[config.mk]
export PLATFORM = sky130hd
export DESIGN_NAME = reset_req_gen
export DESIGN_NICKNAME = d
export VERILOG_FILES = /design/src/rtl/reset_req_gen.sv
export SDC_FILE = /design/constraint.sdc
export NUM_CORES = 1
export LEC_CHECK = 0
export ABC_CLOCK_PERIOD_IN_PS = 2300
export CORE_AREA = 4 4 70 66
export DETAILED_ROUTE_END_ITERATION = 8
export DIE_AREA = 0 0 74 70
export PLACE_DENSITY_LB_ADDON = 0.05
export RECOVER_POWER = 50
export SYNTH_ARGS = -nofsm -noshare
export SYNTH_HDL_FRONTEND = slang
export SYNTH_SLANG_ARGS = --single-unit
[constraint.sdc]
create_clock -name clk -period 2.3 [get_ports clk]
set_input_delay 0.23 -clock clk [delete_from_list [all_inputs] [get_ports clk]]
set_output_delay 0.23 -clock clk [all_outputs]
set_load 0.01 [all_outputs]
[src/rtl/reset_req_gen.sv]
// Watchdog / software reset-request generator: emits a fixed-width, flop-driven
// reset-request pulse followed by a forced-low hold-off window.
module reset_req_gen #(
    parameter int TIMEOUT_W   = 16,
    parameter int PULSE_LEN   = 4,
    parameter int HOLDOFF_LEN = 8
) (
    input  logic                 clk,
    input  logic                 rst_n,
    input  logic                 enable,
    input  logic                 kick,
    input  logic                 sw_req,
    input  logic [TIMEOUT_W-1:0] timeout,
    output logic                 reset_req,
    output logic                 busy,
    output logic [1:0]           cause,
    output logic [7:0]           fire_count
);

    localparam int PH_MAX = (PULSE_LEN > HOLDOFF_LEN) ? PULSE_LEN : HOLDOFF_LEN;
    localparam int PH_W   = (PH_MAX < 2) ? 1 : $clog2(PH_MAX);

    typedef enum logic [1:0] {
        ST_IDLE,
        ST_ARMED,
        ST_PULSE,
        ST_HOLDOFF
    } state_t;

    state_t               r_state;
    state_t               w_state_next;
    logic [TIMEOUT_W-1:0] r_count;
    logic [TIMEOUT_W-1:0] w_count_next;
    logic [PH_W-1:0]      r_phase;
    logic [PH_W-1:0]      w_phase_next;
    logic [1:0]           r_cause;
    logic [1:0]           w_cause_next;
    logic [7:0]           r_fire_count;
    logic                 r_reset_req;
    logic                 r_busy;
    logic                 w_expired;
    logic                 w_enter_pulse;

    // A zero timeout disables the watchdog, so an empty counter only counts with a live period.
    assign w_expired     = (r_count == '0) && (timeout != '0);
    assign w_enter_pulse = (w_state_next == ST_PULSE) && (r_state != ST_PULSE);

    always_comb begin
        w_state_next = r_state;
        w_count_next = r_count;
        w_phase_next = r_phase;
        w_cause_next = r_cause;
        unique case (r_state)
            ST_IDLE: begin
                if (sw_req) begin
                    w_state_next = ST_PULSE;
                    w_phase_next = '0;
                    w_cause_next = 2'b01;
                end else if (enable) begin
                    w_state_next = ST_ARMED;
                    w_count_next = timeout;
                end
            end
            ST_ARMED: begin
                if (!enable) begin
                    w_state_next = ST_IDLE;
                end else if (sw_req) begin
                    w_state_next = ST_PULSE;
                    w_phase_next = '0;
                    w_cause_next = w_expired ? 2'b11 : 2'b01;
                end else if (kick) begin
                    w_count_next = timeout;
                end else if (w_expired) begin
                    w_state_next = ST_PULSE;
                    w_phase_next = '0;
                    w_cause_next = 2'b10;
                end else if (r_count != '0) begin
                    w_count_next = r_count - TIMEOUT_W'(1);
                end
            end
            ST_PULSE: begin
                if (r_phase == PH_W'(PULSE_LEN - 1)) begin
                    w_state_next = ST_HOLDOFF;
                    w_phase_next = '0;
                end else begin
                    w_phase_next = r_phase + PH_W'(1);
                end
            end
            ST_HOLDOFF: begin
                if (r_phase == PH_W'(HOLDOFF_LEN - 1)) begin
                    w_phase_next = '0;
                    if (enable) begin
                        w_state_next = ST_ARMED;
                        w_count_next = timeout;
                    end else begin
                        w_state_next = ST_IDLE;
                    end
                end else begin
                    w_phase_next = r_phase + PH_W'(1);
                end
            end
            default: begin
                w_state_next = ST_IDLE;
            end
        endcase
    end

    // Outputs are registered from the next state so they change on the same edge as the state.
    always_ff @(posedge clk) begin
        if (!rst_n) begin
            r_state      <= ST_IDLE;
            r_count      <= '0;
            r_phase      <= '0;
            r_cause      <= 2'b00;
            r_fire_count <= 8'd0;
            r_reset_req  <= 1'b0;
            r_busy       <= 1'b0;
        end else begin
            r_state     <= w_state_next;
            r_count     <= w_count_next;
            r_phase     <= w_phase_next;
            r_cause     <= w_cause_next;
            r_reset_req <= (w_state_next == ST_PULSE);
            r_busy      <= (w_state_next == ST_PULSE) || (w_state_next == ST_HOLDOFF);
            if (w_enter_pulse && (r_fire_count != 8'hFF)) begin
                r_fire_count <= r_fire_count + 8'd1;
            end
        end
    end

    assign reset_req  = r_reset_req;
    assign busy       = r_busy;
    assign cause      = r_cause;
    assign fire_count = r_fire_count;

endmodule

==> flow_metrics.tcl, run 1 <==
set metrics [dict create \
    crit_fanout 10 \
    drtIter0Drc 169 \
    period_minus_slack_ps 2150 \
    synth_ff_type "dfxtp_1" \
    drive_above_1_share_pct 12.8 \
    area_growth_syn_to_layout_pct 30.8 \
    antenna_cells 0 \
    min_to "cause[1]" \
    io_pins 33 \
    syn-num-nets 277 \
    via_per_inst 5.84 \
    syn_area_per_cell_um2 7.96 \
    ys_seq_area_share_pct 32.3 \
    synth_seq_cells 32 \
    r2r_end "fire_count[7]" \
    clk_latency_ps 290 \
    hold_class "reg2reg" \
    rsz0062_at_grt "false" \
    die_w_um 74 \
    p_leak_nw 1.02 \
    grt_max_degree 27 \
    whs_path_depth 2 \
    ctsHoldBuffers 0 \
    min_period_over_period_pct 93.5 \
    hp-start "cause[1]" \
    yosys.area.top_type "dfxtp_1" \
    ant_nets 0 \
    dr.pass1.iters 5 \
    clk_pin_slew_ps 70 \
    cp.arrival_ps 2380 \
    fin_nets 324 \
    yosys-top-cells-area "dfxtp_1 32%, a21oi_1 6.3%, nor2_1 5.3%" \
    tightestPinTransition_ps 506 \
    peakVddDrop_v 0.000341 \
    root_buffer "clkbuf_8" \
    critPathCaptureType "flip-flop" \
    hpwl_mm 3.84 \
    drc 0 \
    grt_pass1_wl_mm 8.79 \
    status "completed" \
    setup_ws_ps 149 \
    rr_startpoint "r_count[0]" \
    dieArea_um2 5180 \
    clock_tree.buffer_depth 2 \
    vias 2014 \
    setup_violations 0 \
    synth_edf_count 0 \
    clock.fmax_mhz 465 \
    start_kind "flip-flop" \
    yosysWarnings 0 \
    cts_max_level 2 \
    drv_cap 0 \
    numCtsBuffers 5 \
    hold_viol_final 0 \
    finalSetupTns_ps 0 \
    dp_slack_ps 147 \
    slew_violations 0 \
    die_y_um 70 \
    port_buffers 32 \
    rows 22 \
    final_common_cell "dfxtp_1" \
    wirelength_mm 5.18 \
    cts.sinks 32 \
    reg2reg_slack_ps 150 \
    power_w 0.00158 \
    coreArea_um2 3940 \
    synth.distinct_cells 56 \
    synth_top_area_share_pct 32.3 \
    finalNonFillerCells 345 \
    layout_common_cells "32 x dfxtp_1, 28 x nor2_1, 25 x a21oi_1" \
    powerDensity_nw_per_um2 610 \
    cts_tree "built" \
    reg2regPathDepth 8 \
    wire_per_inst_um 15.0 \
    relSlewSlack_pct 66.0 \
    syn_inst 249 \
    antenna_found_initial 0 \
    synthesis.area_um2 1980 \
    required_ps 2530 \
    clock_skew_ps 3.20 \
    gp_congestion 0.856 \
    initial_core_util_pct 50.4 \
    first_global_vias 1883 \
    crit_type "reg2reg" \
    dp.cells 337 \
    gr-total-overflow 0 \
    async_reset_ff_share_pct 0 \
    grtUsageTotal_pct 21.6 \
]
-- worst max-delay path, stage by stage (launching register included) --
cell     delay (ps)
dfxtp_1         340
inv_2            90
ha_1            170
nor4b_4         240
nand4_2         180
nor3_4          310
o21ai_4         130
or4_1           480
a21oi_1         140
-- repair_timing --
action / CTS / global route
buffers inserted: 0 / 0
gates resized for setup: 0 / 2
endpoints found under the setup margin: 0 / 1
-- through the flow --
| step | area (um2) | hold WS, ps | util [%] |
|---|---|---|---|
| after floorplan | 1980 | 352 | - |
| after global placement | 2460 | 447 | 62.6 |
| after detailed placement | 2460 | 460 | 62.6 |
| after CTS | 2590 | 473 | 65.8 |
| after global routing | 2590 | 501 | 65.9 |
| final | 2590 | 462 | 65.9 |
-- cell families after synthesis --
family | count (synthesis) | synth area share, %
and+or+nand+nor | 105 | 29.7
AOI/OAI and AO/OA | 83 | 28.1
DFF | 32 | 32.3
buffers and inverters | 19 | 4.16
adders and majority gates | 7 | 4.42
xor gates and xnor gates | 2 | 0.883
muxes | 1 | 0.505
-- area by class of cell --
cell class	count	area [um2]
Clock inverter	1	30.0
Tap cell	48	60.1
Multi-Input combinational cell	198	1270
Inverter	9	33.8
Clock buffer	7	96.3
Timing Repair Buffer	50	464
Fill cell	350	1340
Sequential cell	32	641
-- metal layers --
layer | wire length, um | up-vias | track usage (%)
met5 | 0 | - | 0
met4 | 96 | 0 | 7.04
met3 | 284 | 13 | 6.04
met2 | 2280 | 54 | 30.4
met1 | 2520 | 924 | 31.2
li1 | - | 1023 | -
-- power breakdown --
group / switching [W] / total (W) / internal, W
sequential: 0.0000328 / 0.000617 / 0.000584
clock: 0.000214 / 0.000596 / 0.000382
combinational: 0.000195 / 0.000368 / 0.000173
total: 0.000442 / 0.00158 / 0.00114
-- state kept, by name (all words and copies together) (netlist names) --
name,count
r_count,16
r_phase,3
fire_count,8
reset_req,1
r_state,2
cause,2
-- cells in the mapped netlist (5+ instances only) --
cell type,instances
ha_1,7
a22oi_1,6
nor4_1,7
dfxtp_1,32
nand2_1,24
inv_1,9
clkbuf_1,5
o21ai_0,12
o21ai_1,6
a21oi_1,25
nor2_1,28
nand3_1,7
nor3_1,5
-- worst max path at each step --
stage,start,to,cells past startpoint
finish,r_count[0],fire_count[7],8
detailed placement,r_phase[0],fire_count[7],8
floorplan,r_phase[0],fire_count[7],8
global route,r_count[0],fire_count[7],8
global placement,r_phase[0],fire_count[7],8
CTS,r_phase[0],fire_count[7],8
(Power assumes the default switching activity.)
==> inputs of run 2 (changes only) <==
CORE_AREA = 4 4 75 70   (was 4 4 70 66)
DIE_AREA = 0 0 79 74   (was 0 0 74 70)
==> run 2 against run 1 <==
  * Sequential share of layout area shrank 0.38 points
  * Global-route usage shrank 2.9 points
  * Wire length grew 4.6%
  * Critical endpoint unchanged
==> flow_metrics.tcl, run 2 (synthesis gave the netlist of run 1 again) <==
set metrics [dict create \
    status "completed" \
    pwr-share-comb_pct 24.7 \
    root_buffer "clkbuf_8" \
    gr-total-overflow 0 \
    clock.fmax_mhz 458 \
    period_minus_slack_ps 2180 \
    power_w 0.00154 \
    start_kind "flip-flop" \
    setup_violations 0 \
    wirelength_mm 5.42 \
    min_period_over_period_pct 94.9 \
    grtUsageTotal_pct 18.7 \
    setup_ws_ps 117 \
    power_frac_seq_pct 40.5 \
    grt_max_degree 27 \
    wire_per_inst_um 15.1 \
    fin_nets 324 \
    slew_violations 0 \
    hold_class "reg2reg" \
    largest_register_ffs 16 \
    switching_share_pct 29.1 \
    dieArea_um2 5850 \
    drive_above_1_share_pct 13.8 \
    critPathCaptureType "flip-flop" \
    antenna_cells 0 \
    tightestPinTransition_ps 484 \
    clk_pin_slew_ps 70 \
    gp_congestion 0.857 \
    ant_nets 0 \
    dp_slack_ps 94.1 \
    p_leak_nw 1.02 \
    io_pins 33 \
    internal_power_w 0.00109 \
    cts_max_level 2 \
    grt_pass1_wl_mm 8.68 \
    required_ps 2520 \
    finalSetupTns_ps 0 \
    relSlewSlack_pct 67.5 \
    drv_cap 0 \
    numCtsBuffers 5 \
    layout_common_cells "32 x dfxtp_1, 28 x nor2_1, 24 x nand2_1, 24 x a21oi_1, 20 x clkdlybuf4s50_1" \
    drc 0 \
    die_w_um 79 \
    clock_tree.buffer_depth 2 \
    area_growth_syn_to_layout_pct 32.8 \
    die_y_um 74 \
    cts_tree "built" \
    vias 2031 \
    crit_type "reg2reg" \
    max_flop_register "r_count" \
    cts.sinks 32 \
    hold_viol_final 0 \
    crit_fanout 8 \
    power.switching_w 0.000448 \
    via_per_inst 5.66 \
    initial_core_util_pct 44.7 \
    clock_skew_ps 9.92 \
    first_global_vias 1822 \
    final_common_cell "dfxtp_1" \
    antenna_found_initial 0 \
    peakVddDrop_v 0.000374 \
    rows 23 \
    coreArea_um2 4430 \
    port_buffers 32 \
    hpwl_mm 3.94 \
    cp.arrival_ps 2400 \
    clk_latency_ps 280 \
    pwr-share-clk_pct 34.8 \
    drtIter0Drc 133 \
    powerDensity_nw_per_um2 584 \
    dr.pass1.iters 4 \
]
## run 2: final cells by class
| cell class | instances | area [um2] |
|---|---|---|
| repair buffers | 50 | 493 |
| multi-input cells | 198 | 1280 |
| clock inverters | 2 | 35.0 |
| flip-flops and latches | 32 | 641 |
| inverters | 9 | 33.8 |
| clock buffers | 6 | 72.6 |
| fillers | 430 | 1800 |
| well taps | 62 | 77.6 |
## run 2: routing by layer
metal | track usage, % | vias to the layer above | wire (um)
met1 | 26.8 | 951 | 2700
li1 | - | 1035 | -
met5 | 0 | - | 0
met4 | 4.96 | 0 | 49
met3 | 4.00 | 6 | 218
met2 | 28.8 | 39 | 2450
## run 2: path summary, 6_finish.rpt
kind	cells after the start	from	slack, ps	endpoint
setup / recovery	8	r_phase[0]	120	fire_count[7]
hold / removal	2	cause[1]	460	cause[1]
setup reg to reg	8	r_phase[0]	120	fire_count[7]
hold reg to reg	2	cause[1]	460	cause[1]
## run 2: through the flow
stage	std cells	instance area, um2	util [%]	hold WS (ps)
finish	359	2630	59.4	458
global route	359	2630	59.4	495
CTS	355	2580	58.3	464
detailed placement	347	2470	55.8	454
global placement	347	2470	55.8	462
floorplan	249	1980	-	352
## run 2: worst max-delay path, stage by stage, from the launching register on
cell	delay, ps
dfxtp_1	330
ha_2	200
ha_1	200
nand2b_1	180
a2bb2oi_2	180
nor3_4	290
o21ai_4	130
or4_1	500
a21oi_2	120
## run 2: repair_timing
item,in CTS,in global routing
hold buffers,0,0
setup buffers,0,4
resized for setup,0,5
endpoints found under the setup margin,0,1
## run 2: power groups by stage
stage	combinational [W]	clock, W	sequential [W]
detailed placement	0.000360	0	0.000635
global placement	0.000359	0	0.000634
CTS	0.000363	0.000548	0.000622
floorplan	0.000216	0	0.000628
finish	0.000380	0.000535	0.000624
global route	0.000420	0.000576	0.000628
==> inputs of run 3 (changes only) <==
ABC_CLOCK_PERIOD_IN_PS = 1800   (was 2300)
CELL_PAD_IN_SITES_DETAIL_PLACEMENT = 1   (was default)
CELL_PAD_IN_SITES_GLOBAL_PLACEMENT = 1   (was default)
CORE_AREA = 4 4 91 85   (was 4 4 75 70)
DIE_AREA = 0 0 95 89   (was 0 0 79 74)
clock period = 1.8 ns   (was 2.3 ns; I/O delays follow)
==> run 3 against run 2 <==
  * The flow now finishes with violations (negative setup slack)
  * First-iteration DRC count shrank 45%
  * Final cell count increased by 28%
  * Core utilization decreased by 7.3 points
  * Hold slack gained 16 ps
  * Critical path type unchanged
  * Critical endpoint is now r_count[5]
  * Highest routed layer unchanged
==> flow_metrics.tcl, run 3 (synthesis gave the netlist of run 1 again) <==
set metrics [dict create \
    rsz0062_at_grt "true" \
    numCtsBuffers 5 \
    wirelength_mm 7.56 \
    hold_class "reg2reg" \
    vias 2367 \
    crit_type "reg2reg" \
    coreArea_um2 6820 \
    cts.sinks 32 \
    min_period_over_period_pct 109 \
    period_minus_slack_ps 1960 \
    ant_nets 0 \
    cts_tree "built" \
    layout_common_cells "75 x buf_4, 28 x nor2_1, 26 x dfxtp_1" \
    max_flop_register "r_count" \
    clk_latency_ps 300 \
    setup_violations 30 \
    power.switching_w 0.000732 \
    root_buffer "clkbuf_8" \
    peakVddDrop_v 0.000289 \
    antenna_cells 0 \
    port_buffers 32 \
    via_per_inst 5.16 \
    dp_slack_ps -514 \
    pwr-share-comb_pct 35.0 \
    reg2reg_slack_ps -160 \
    required_ps 1980 \
    grt_max_degree 24 \
    status "complete, but fails checks" \
    internal_power_w 0.00158 \
    area_growth_syn_to_layout_pct 79.2 \
    hpwl_mm 5.46 \
    cp.arrival_ps 2150 \
    fillers 827 \
    clk_pin_slew_ps 80 \
    power_frac_seq_pct 34.0 \
    drive_above_1_share_pct 45.4 \
    regArea_um2 648 \
    grtUsageTotal_pct 19.6 \
    dr.pass1.iters 4 \
    die_w_um 95 \
    clock_tree.buffer_depth 2 \
    clock.fmax_mhz 509 \
    relSlewSlack_pct 61.4 \
    crit_fanout 6 \
    die_y_um 89 \
    critPathCaptureType "flip-flop" \
    clock_skew_ps 9.63 \
    tightestPinTransition_ps 564 \
    wire_per_inst_um 16.5 \
    post-route-util_pct 52.1 \
    initial_core_util_pct 29.1 \
    hold_viol_final 0 \
    power_w 0.00231 \
    drv_cap 0 \
    grt_pass1_wl_mm 12.9 \
    switching_share_pct 31.7 \
    start_kind "flip-flop" \
    p_leak_nw 1.40 \
    finalSetupTns_ps -2380 \
    antenna_found_initial 0 \
    rows 29 \
    powerDensity_nw_per_um2 650 \
    fin_nets 393 \
    cts_max_level 2 \
    pwr-share-clk_pct 31.0 \
    setup_ws_ps -165 \
    gr-total-overflow 0 \
    final_common_cell "buf_4" \
    multi_input_area_um2 1620 \
    gp_congestion 0.820 \
    first_global_vias 2558 \
    drtIter0Drc 73 \
    ctsHoldBuffers 0 \
    largest_register_ffs 16 \
    violations "negative setup slack" \
    io_pins 33 \
    drc 0 \
    whs_ps 474 \
    dieArea_um2 8460 \
    slew_violations 0 \
]
run 3: critical path, cell delays in order, from the launching register on:
cell,delay (ps)
dfxtp_2,320
inv_2,70
ha_4,130
or4b_4,500
o311ai_4,350
buf_6,190
a21oi_2,40
o221a_1,260
run 3: layout make-up:
cell class              count  share of cell area, %
multi-input cells         199                   45.6
flip-flops and latches     32                   18.2
inverters                   9                  0.951
clock inverters             3                   1.20
clock buffers               5                   1.94
repair buffers            118                   28.8
well taps                  93                   3.27
run 3: path summary, 6_finish.rpt:
| kind | from | cells past startpoint | to |
|---|---|---|---|
| worst max-delay path | r_count[0] | 7 | r_count[5] |
| worst min-delay path | cause[1] | 2 | cause[1] |
| worst min register to register | cause[1] | 2 | cause[1] |
| worst max register to register | r_count[0] | 7 | r_count[5] |
run 3: power by group through the flow:
stage	clock network [W]	logic (W)	registers, W
2_1_floorplan	0	0.000290	0.000805
3_3_place_gp	0	0.000652	0.000796
3_5_place_dp	0	0.000660	0.000798
4_1_cts	0.000740	0.000760	0.000785
5_1_grt	0.000773	0.000877	0.000791
6_report	0.000717	0.000809	0.000784
run 3: through the flow:
step | instances | area (um2)
after floorplan | 249 | 2030
after global placement | 438 | 2990
after detailed placement | 438 | 2990
after CTS | 456 | 3420
after global routing | 459 | 3550
final | 459 | 3550
run 3: per-layer routing:
layer  GRT usage [%]  up-vias  wire length [um]
met5               0        -                 0
met4            5.37        0                85
met3            2.69       10               179
met2            33.0       32              3650
met1            26.3     1152              3650
li1                -     1173                 -
run 3: what timing repair did:
item,4_1_cts,5_1_grt
cloned,3,0
setup buffers,7,3
pin swaps,28,18
gates resized for setup,63,24
setup endpoints to repair,30,30
hold endpoints to repair,0,0
